[config.mk]
export PLATFORM = sky130hd
export DESIGN_NAME = lif_neuron_array
export DESIGN_NICKNAME = d
export VERILOG_FILES = /design/src/rtl/lif_neuron_array.sv
export SDC_FILE = /design/constraint.sdc
export NUM_CORES = 1
export LEC_CHECK = 0
export ABC_AREA = 1
export ABC_CLOCK_PERIOD_IN_PS = 3850
export CAP_MARGIN = 20
export CORE_UTILIZATION = 55
export CTS_CLUSTER_DIAMETER = 80
export DETAILED_ROUTE_END_ITERATION = 8
export PLACE_DENSITY = 0.81
export SLEW_MARGIN = 15
export SYNTH_ARGS = -nofsm -noshare
export SYNTH_HDL_FRONTEND = slang
export SYNTH_SLANG_ARGS = --single-unit
[constraint.sdc]
create_clock -name clk -period 3.85 [get_ports clk]
set_input_delay 0.5775 -clock clk [delete_from_list [all_inputs] [get_ports clk]]
set_output_delay 0.5775 -clock clk [all_outputs]
set_load 0.005 [all_outputs]
[src/rtl/lif_neuron_array.sv]
// lif_neuron_array
//
// Array of N_NEURONS leaky integrate-and-fire neurons. They share a clock, a time-step strobe
// and a firing threshold. On every step cycle each non-refractory neuron works out
//   sum = (v >> LEAK_SHIFT) + current
// in WIDTH+1 bits and clips it to 2^WIDTH-1. If sum reaches threshold, the neuron spikes for
// one cycle and then ignores the next REFRACT step cycles. Refractory neurons ignore their
// input and hold their membrane potential.
//
// Build option:
//   LIF_SOFT_RESET_EN  defined   : post-spike membrane = sum - threshold (residual kept)
//                      undefined : post-spike membrane = 0 (hard reset, default)
//
// Ports:
//   clk        rising-edge clock for all state
//   rst        asynchronous active-low reset, clears membranes, counters and spikes
//   step       time-step strobe, one update of every neuron per cycle where high
//   threshold  unsigned firing threshold, sampled on every step cycle
//   current    per-neuron unsigned input, neuron i at [i*WIDTH +: WIDTH]
//   spike      registered one-cycle spike pulses, bit i = neuron i
//   state      registered membrane potentials, same packing as current

module lif_neuron_array #(
   parameter int unsigned N_NEURONS  = 4,
   parameter int unsigned WIDTH      = 8,
   parameter int unsigned LEAK_SHIFT = 1,
   parameter int unsigned REFRACT    = 2
) (
   input  logic                       clk,
   input  logic                       rst,
   input  logic                       step,
   input  logic [WIDTH-1:0]           threshold,
   input  logic [N_NEURONS*WIDTH-1:0] current,
   output logic [N_NEURONS-1:0]       spike,
   output logic [N_NEURONS*WIDTH-1:0] state
);

   // Refractory counter width. It is at least one bit so that REFRACT = 0 still builds.
   localparam int unsigned RW_RAW = $clog2(REFRACT + 1);
   localparam int unsigned RW     = (RW_RAW < 1) ? 1 : RW_RAW;

   localparam logic [RW-1:0] REFRACT_LOAD = RW'(REFRACT);
   localparam logic [RW-1:0] R_ONE        = RW'(1);

   for (genvar i = 0; i < N_NEURONS; i++) begin : g_neuron

      logic [WIDTH-1:0] v_q, v_d;
      logic [RW-1:0]    r_q, r_d;
      logic             spk_q, spk_d;

      logic [WIDTH-1:0] cur;
      logic [WIDTH-1:0] leaked;
      logic [WIDTH:0]   raw_sum;
      logic [WIDTH-1:0] sum;
      logic             fire;
      logic [WIDTH-1:0] post_spike;

      assign cur = current[i*WIDTH +: WIDTH];

      // Leak, integrate and clip. The extra top bit of raw_sum flags overflow.
      always_comb begin
         leaked  = v_q >> LEAK_SHIFT;
         raw_sum = {1'b0, leaked} + {1'b0, cur};
         sum     = raw_sum[WIDTH] ? {WIDTH{1'b1}} : raw_sum[WIDTH-1:0];
         fire    = (sum >= threshold);
`ifdef LIF_SOFT_RESET_EN
         // sum >= threshold whenever this is used, so the result cannot underflow.
         post_spike = sum - threshold;
`else
         post_spike = '0;
`endif
      end

      // Next-state logic. Without a step, membrane and counter hold and no spike is emitted.
      always_comb begin
         v_d   = v_q;
         r_d   = r_q;
         spk_d = 1'b0;
         if (step) begin
            if (r_q != '0) begin
               // Refractory: input ignored, only the step counter advances.
               r_d = r_q - R_ONE;
            end else if (fire) begin
               spk_d = 1'b1;
               v_d   = post_spike;
               r_d   = REFRACT_LOAD;
            end else begin
               v_d = sum;
            end
         end
      end

      always_ff @(posedge clk or negedge rst) begin
         if (!rst) begin
            v_q   <= '0;
            r_q   <= '0;
            spk_q <= 1'b0;
         end else begin
            v_q   <= v_d;
            r_q   <= r_d;
            spk_q <= spk_d;
         end
      end

      assign state[i*WIDTH +: WIDTH] = v_q;
      assign spike[i]                = spk_q;

   end : g_neuron

endmodule

==> impl_metrics.toml, run 1 <==
[global_routing]
met2_usage_pct = 45.27
gr-total-overflow = 0
grt_pass1_wl_um = 17010
grt_pass1_vias = 3956
grt_max_degree = 45
globalRouteMet1Util_pct = 30.66
antenna_found_initial = 0
use_met3_pct = 3.956
grtUsageTotal_pct = 25.05
busiest_layer = "met2"

[power_and_ir_drop]
power_frac_clock_pct = 10.4
peakVddDrop_uv = 421.4
comb_power_share_pct = 67.1
p_leak_nw = 3.056
p_seq_share_pct = 22.5
p_int_mw = 1.895
power_density_nw_per_um2 = 667.4
p_switching_mw = 1.657
swShare_pct = 46.65

[setup_path]
ff2ff_path_depth = 18
endpoint = "g_neuron[3].v_q[4]"
cp_cell_sequence = "clkdlybuf4s50_1, ha_1, fa_1, nand2_1, nand2_1, nand2_2, nor2_2, nor2_8, nand3_1, ha_1, nand2_1, nor2_1, nor2_1, nand2_1, nand2_1, nand3_1, nor2_4, nand2_1, nand2_1"
path_class = "input pin to register"
start_kind = "input pin"
cpMaxStageDelayCell = "clkdlybuf4s50_1"
cp_max_fo = 8
endpoint_kind = "register"
crit_top_cell = "nand2_1"
r2r_end = "g_neuron[3].v_q[4]"
arrival_ns = 3.51
crit_path_max_incr_delay_ns = 0.40
reg2reg_from = "g_neuron[3].v_q[1]"
critical_path_required_ns = 4.10
critPathLaunch = "current[24]"
ff2ff_setup_slack_ns = 0.86

[logic_synthesis]
yosysUniqueCellTypes = 20
synth_fa_ha_area_share_pct = 21.53
synth_xor_area_share_pct = 0
synth_cells = 618
synthesis.area_sq_um = 4324
muxShareOfSynthArea_pct = 0
ys_ff_latch = 44
synth_nets = 733
synth_top_family_by_area = "simple AND/OR/NAND/NOR gates"
ys.warnings.count = 0
synth-simple-area-share_pct = 41.03
yosysSeqAreaShare_pct = 25.46
synth_compound_area_share_pct = 4.167
syn_area_per_cell_sq_um = 6.997

[clock_network]
cts.repair.resized = 0
clk_path_buf_depth = 2
postCtsSetupBuffers = 0
cts_hold_buf = 0
worst_skew_pair.late_latency_ns = 0.31
cts_root_buf = "clkbuf_8"
cts.sinks = 44
cts-buffers-inserted = 5
htreeDepth = 2
tritoncts = "done"
clkTransAtPathRegs_ns = 0.09

[routing]
ant_nets = 0
dr.pass1.iters = 4
drt-vias-per-instance = 5.075
wire_per_inst_um = 12.30
totalWireLength_um = 9813
drc = 0
drt_iter0_markers = 202
vias = 4050

[sta]
setup_viol = 0
final-hold-violation-count = 0
worst_pin_slew_ns = 0.5790
finalCritPeriodShare_pct = 84.83
fin_ws_ns = 0.5842
slew_viol_final = 0
fmax_mhz = 306.2
rsz0062_at_grt = "false"
skew_ns = 0.01459
slew_headroom_pct = 61.28
period_minus_slack_ns = 3.266
fin_tns_setup_ns = 0

[floorplan]
die_h_um = 90.67
die_area_sq_um = 8221
std_cell_rows = 31
ioPinCount = 79
dieWidth_um = 90.67
core_sq_um = 7408
start_util_pct = 58.37

[place]
place.gp.congestion = 0.8219
portBuffers = 78
hpwlAfterDp_um = 7743
place_area_sq_um = 5186
placedCellCount = 789
place_ws_ns = 0.2569

[final_layout]
syn_to_final_growth_pct = 23.09
drive_above_1_share_pct = 8.441
antennaDiodeCount = 0
final_util_pct = 71.85
final_cells = 798
final_nets = 813
fill_cells = 612
fin_area_sq_um = 5323

[min_path]
hold_path.class = "input pin to async pin"

[job]
drv_cap = 0

[run_status]
status = "completed"
[cell families (layout without fill, tap and decap cells)]
group	after synthesis	count (layout)
flip-flops	44	44
adder cells (fa/ha/maj)	72	72
AO/OA/AOI/OAI	28	28
buffers and inverters	86	167
AND/OR/NAND/NOR	388	388
[final cells by class]
class | count | area, sq um | share of cell area (%)
timing repair buffer | 79 | 795.8 | 14.95
inverter | 80 | 300.3 | 5.642
multi-input combinational | 488 | 2885 | 54.21
tap | 99 | 123.9 | 2.327
clock inverter | 3 | 47.55 | 0.8933
sequential | 44 | 1101 | 20.69
clock buffer | 5 | 68.82 | 1.293
[through the flow]
| stage | total power [mW] | hold WS [ns] |
|---|---|---|
| final | 3.552 | 0.1601 |
| after global routing | 3.968 | 0.1711 |
| after CTS | 3.568 | 0.4742 |
| after detailed placement | 3.176 | 0.4639 |
| after global placement | 3.068 | 0.4559 |
| after floorplan | 2.453 | 0.2819 |
[synth_stat cells (all sizes together)]
cell type,instances,area [sq um]
inv,80,300.3
buf,4,30.03
or2,16,100.1
nor2,48,285.3
dfrtp,44,1101
o21ai,8,70.07
nand3,52,330.3
clkbuf,2,7.510
nand3b,8,60.06
ha,68,850.8
fa,4,80.08
a21oi,16,80.08
nand2,264,998.5
a21o,4,30.03
[power by group through the flow]
| stage | clock network (mW) | logic [mW] | registers, mW |
|---|---|---|---|
| 2_1_floorplan | 0 | 1.67 | 0.784 |
| 3_3_place_gp | 0 | 2.27 | 0.800 |
| 3_5_place_dp | 0 | 2.37 | 0.803 |
| 4_1_cts | 0.376 | 2.39 | 0.800 |
| 5_1_grt | 0.390 | 2.75 | 0.825 |
| 6_report | 0.371 | 2.38 | 0.799 |
[state kept, by name (all words and copies together) (netlist names)]
name / flops
g_neuron.v_q: 32
g_neuron.r_q: 8
g_neuron.spk_q: 4
[layout by cell type (no fill, tap or decap)]
master,instances
or2_1,4
nor2_1,36
bufinv_16,1
nand3_1,38
o21ai_2,8
nand3_2,14
nand2_1,261
clkbuf_8,5
nand2_2,3
clkdlybuf4s50_1,77
nor2_4,4
a21o_1,4
inv_1,80
a21oi_1,16
buf_12,1
ha_1,68
nand3b_1,8
nor2_2,4
fa_1,4
dfrtp_1,44
clkinv_4,2
nor2_8,4
buf_2,1
or2_2,12
[critical path, delay by kind of cell]
kind | cells | cell delay (ns)
fa+ha+maj | 3 | 0.93
simple gates | 15 | 1.59
buf+inv | 1 | 0.40
[how the worst min path moves through the flow]
stage                        from                  to  slack, ns  depth (start not counted)
2_1_floorplan                 rst  g_neuron[0].r_q[0]       0.28                          0
3_3_place_gp   g_neuron[1].r_q[0]  g_neuron[1].r_q[0]       0.46                          2
3_5_place_dp   g_neuron[1].r_q[0]  g_neuron[1].r_q[0]       0.46                          2
4_1_cts                       rst  g_neuron[3].v_q[7]       0.47                          1
5_1_grt                       rst   g_neuron[0].spk_q       0.17                          1
6_report                      rst  g_neuron[0].v_q[2]       0.16                          1
[layer usage]
layer / vias to the layer above / share of wire, %
li1: 2095 / -
met1: 1848 / 45
met2: 95 / 49
met3: 12 / 4.5
met4: 0 / 1.8
met5: - / 0
Power figures use the tool's default switching activity.
==> inputs of run 2 (changes only) <==
--- a/config.mk
+++ b/config.mk
@@ -6,12 +6,12 @@
 export NUM_CORES = 1
 export LEC_CHECK = 0
 export ABC_AREA = 1
-export ABC_CLOCK_PERIOD_IN_PS = 3850
+export ABC_CLOCK_PERIOD_IN_PS = 2700
 export CAP_MARGIN = 20
-export CORE_UTILIZATION = 55
+export CORE_UTILIZATION = 49
 export CTS_CLUSTER_DIAMETER = 80
 export DETAILED_ROUTE_END_ITERATION = 8
-export PLACE_DENSITY = 0.81
+export PLACE_DENSITY = 0.76
 export SLEW_MARGIN = 15
 export SYNTH_ARGS = -nofsm -noshare
 export SYNTH_HDL_FRONTEND = slang
==> constraint.sdc (replaced) <==
create_clock -name clk -period 2.7 [get_ports clk]
set_input_delay 0.405 -clock clk [delete_from_list [all_inputs] [get_ports clk]]
set_output_delay 0.405 -clock clk [all_outputs]
set_load 0.005 [all_outputs]
==> impl_metrics.toml, run 2 (synthesized netlist as in run 1, its figures left out) <==
[floorplan]
start_util_pct = 51.59
die_h_um = 95.94
core_sq_um = 8382
die_area_sq_um = 9204
std_cell_rows = 33
dieWidth_um = 95.94
ioPinCount = 79

[place]
hpwlAfterDp_um = 8406
portBuffers = 78
place_ws_ns = -0.6608
place.gp.congestion = 0.8389

[global_routing]
grt_max_degree = 45
antenna_found_initial = 0
grt_pass1_wl_um = 19930
gr-total-overflow = 0
grt_pass1_vias = 4598
grtUsageTotal_pct = 28.05

[power_and_ir_drop]
peakVddDrop_uv = 538.6
power_density_nw_per_um2 = 1058
p_leak_nw = 3.710

[sta]
skew_ns = 0.01270
fmax_mhz = 344.8
rsz0062_at_grt = "true"
whs_ns = 0.4918
period_minus_slack_ns = 2.900
final-hold-violation-count = 0
worst_pin_slew_ns = 0.4917
setup_viol = 39
slew_headroom_pct = 67.18
finalCritPeriodShare_pct = 107.4
slew_viol_final = 0
fin_ws_ns = -0.2002
fin_tns_setup_ns = -3.253

[clock_network]
cts.sinks = 44
tritoncts = "done"
htreeDepth = 2
clkTransAtPathRegs_ns = 0.08
cts_root_buf = "clkbuf_8"
cts-buffers-inserted = 5
clk_path_buf_depth = 2
worst_skew_pair.late_latency_ns = 0.31

[final_layout]
layout_commonest_cell = "nand2_1"
top_register = "g_neuron.v_q"
layout_common_cells = "223 x nand2_1, 114 x buf_4, 78 x inv_1, 69 x clkdlybuf4s50_1, 45 x ha_1"
syn_to_final_growth_pct = 59.17
final_util_pct = 82.12
largest_reg_flops = 32
drive_above_1_share_pct = 34.31
final_nets = 933
antennaDiodeCount = 0
top_regs = "g_neuron.v_q (32), g_neuron.r_q (8), g_neuron.spk_q (4)"

[setup_path]
path_class = "input pin to register"
arrival_ns = 3.14
critical_path_required_ns = 2.94
cp_max_fo = 8
endpoint_kind = "register"
start_kind = "input pin"
crit_path_max_incr_delay_ns = 0.41
cp.buffers_inverters = 4
cpMaxStageDelayCell = "clkdlybuf4s50_1"
cp_cell_sequence = "clkdlybuf4s50_1, ha_1, nand2_2, nand2_2, nand2_4, buf_4, buf_4, buf_4, or2_2, nand3_4, ha_4, nand2_1, nor2_2, nand2_2, nand3_4, nor2_4, nand2_1, nand2_1"
crit_family = "simple AND/OR/NAND/NOR gates"

[routing]
drt_iter0_markers = 200
drt-vias-per-instance = 5.213
totalWireLength_um = 13750
wire_per_inst_um = 14.88
dr.pass1.iters = 5
ant_nets = 0
vias = 4817
drc = 0

[run_status]
violations = "negative setup slack"
status = "finished with violations"

[job]
drv_cap = 0

[min_path]
hold_path.class = "register to register"
==> run 2: cell count changes in the layout (fill, tap and decap cells not counted), moves of 11 or more <==
cell,delta
ha_4,+21
ha_1,-23
a21oi_1,-11
buf_4,+114
nor2_1,-13
a21oi_2,+11
nand2_1,-38
nand2_2,+32
nand3_4,+12
==> run 2: per-layer routing <==
layer	GRT usage [%]	part of all wire [%]	vias up
li1	-	-	2347
met1	31.00	39	2247
met2	53.57	51	168
met3	4.581	5.2	55
met4	10.07	4.5	0
met5	0	0	-
==> run 2: path summary, 6_finish.rpt <==
kind / start / end / slack (ns) / depth (start not counted)
worst max register to register: g_neuron[1].v_q[1] / g_neuron[1].v_q[2] / -0.20 / 18
worst max-delay path: current[10] / g_neuron[1].v_q[2] / -0.20 / 18
min in group asynchronous: rst / g_neuron[0].v_q[4] / 0.51 / 2
worst min register to register: g_neuron[1].r_q[0] / g_neuron[1].r_q[0] / 0.49 / 2
worst min-delay path: g_neuron[1].r_q[0] / g_neuron[1].r_q[0] / 0.49 / 2
max in group asynchronous: rst / g_neuron[1].r_q[0] / 1.68 / 3
==> run 2: report_power, final <==
group	internal (mW)	total [mW]	switching, mW
Clock	0.205	0.463	0.258
Sequential	0.923	1.13	0.211
Combinational	2.87	5.68	2.82
==> run 2: metrics by stage <==
stage / instances / instance area, sq um / power [mW]
3_3_place_gp: 859 / 5674 / 4.930
4_1_cts: 911 / 6441 / 6.418
6_report: 924 / 6883 / 7.279
2_1_floorplan: 618 / 4324 / 3.497
3_5_place_dp: 859 / 5674 / 5.110
5_1_grt: 924 / 6883 / 7.892
==> run 2: repair_timing <==
item                                    CTS  global route
setup buffers                            45            13
hold endpoints to repair                  0            10
gates resized for setup                  75            70
pin swaps                                77            85
endpoints found under the setup margin   43            44
hold buffers                              0             1
cloned                                    0             0
==> run 2: worst reg2reg max path, delay by kind of cell (launching register included) <==
family                     cells  cell delay (ns)
AOI/OAI and AO/OA              1             0.14
buffers and inverters          3             0.28
and+or+nand+nor               11             1.24
adders and majority gates      3             0.72
DFF                            1             0.44
==> run 2: layout make-up <==
class / count / area, sq um
Multi-Input combinational cell: 488 / 3550
Timing Repair Buffer: 199 / 1708
Fill cell: 514 / 1499
Sequential cell: 44 / 1101
Inverter: 80 / 300.3
Tap cell: 105 / 131.4
Clock buffer: 6 / 82.58
Clock inverter: 2 / 10.01
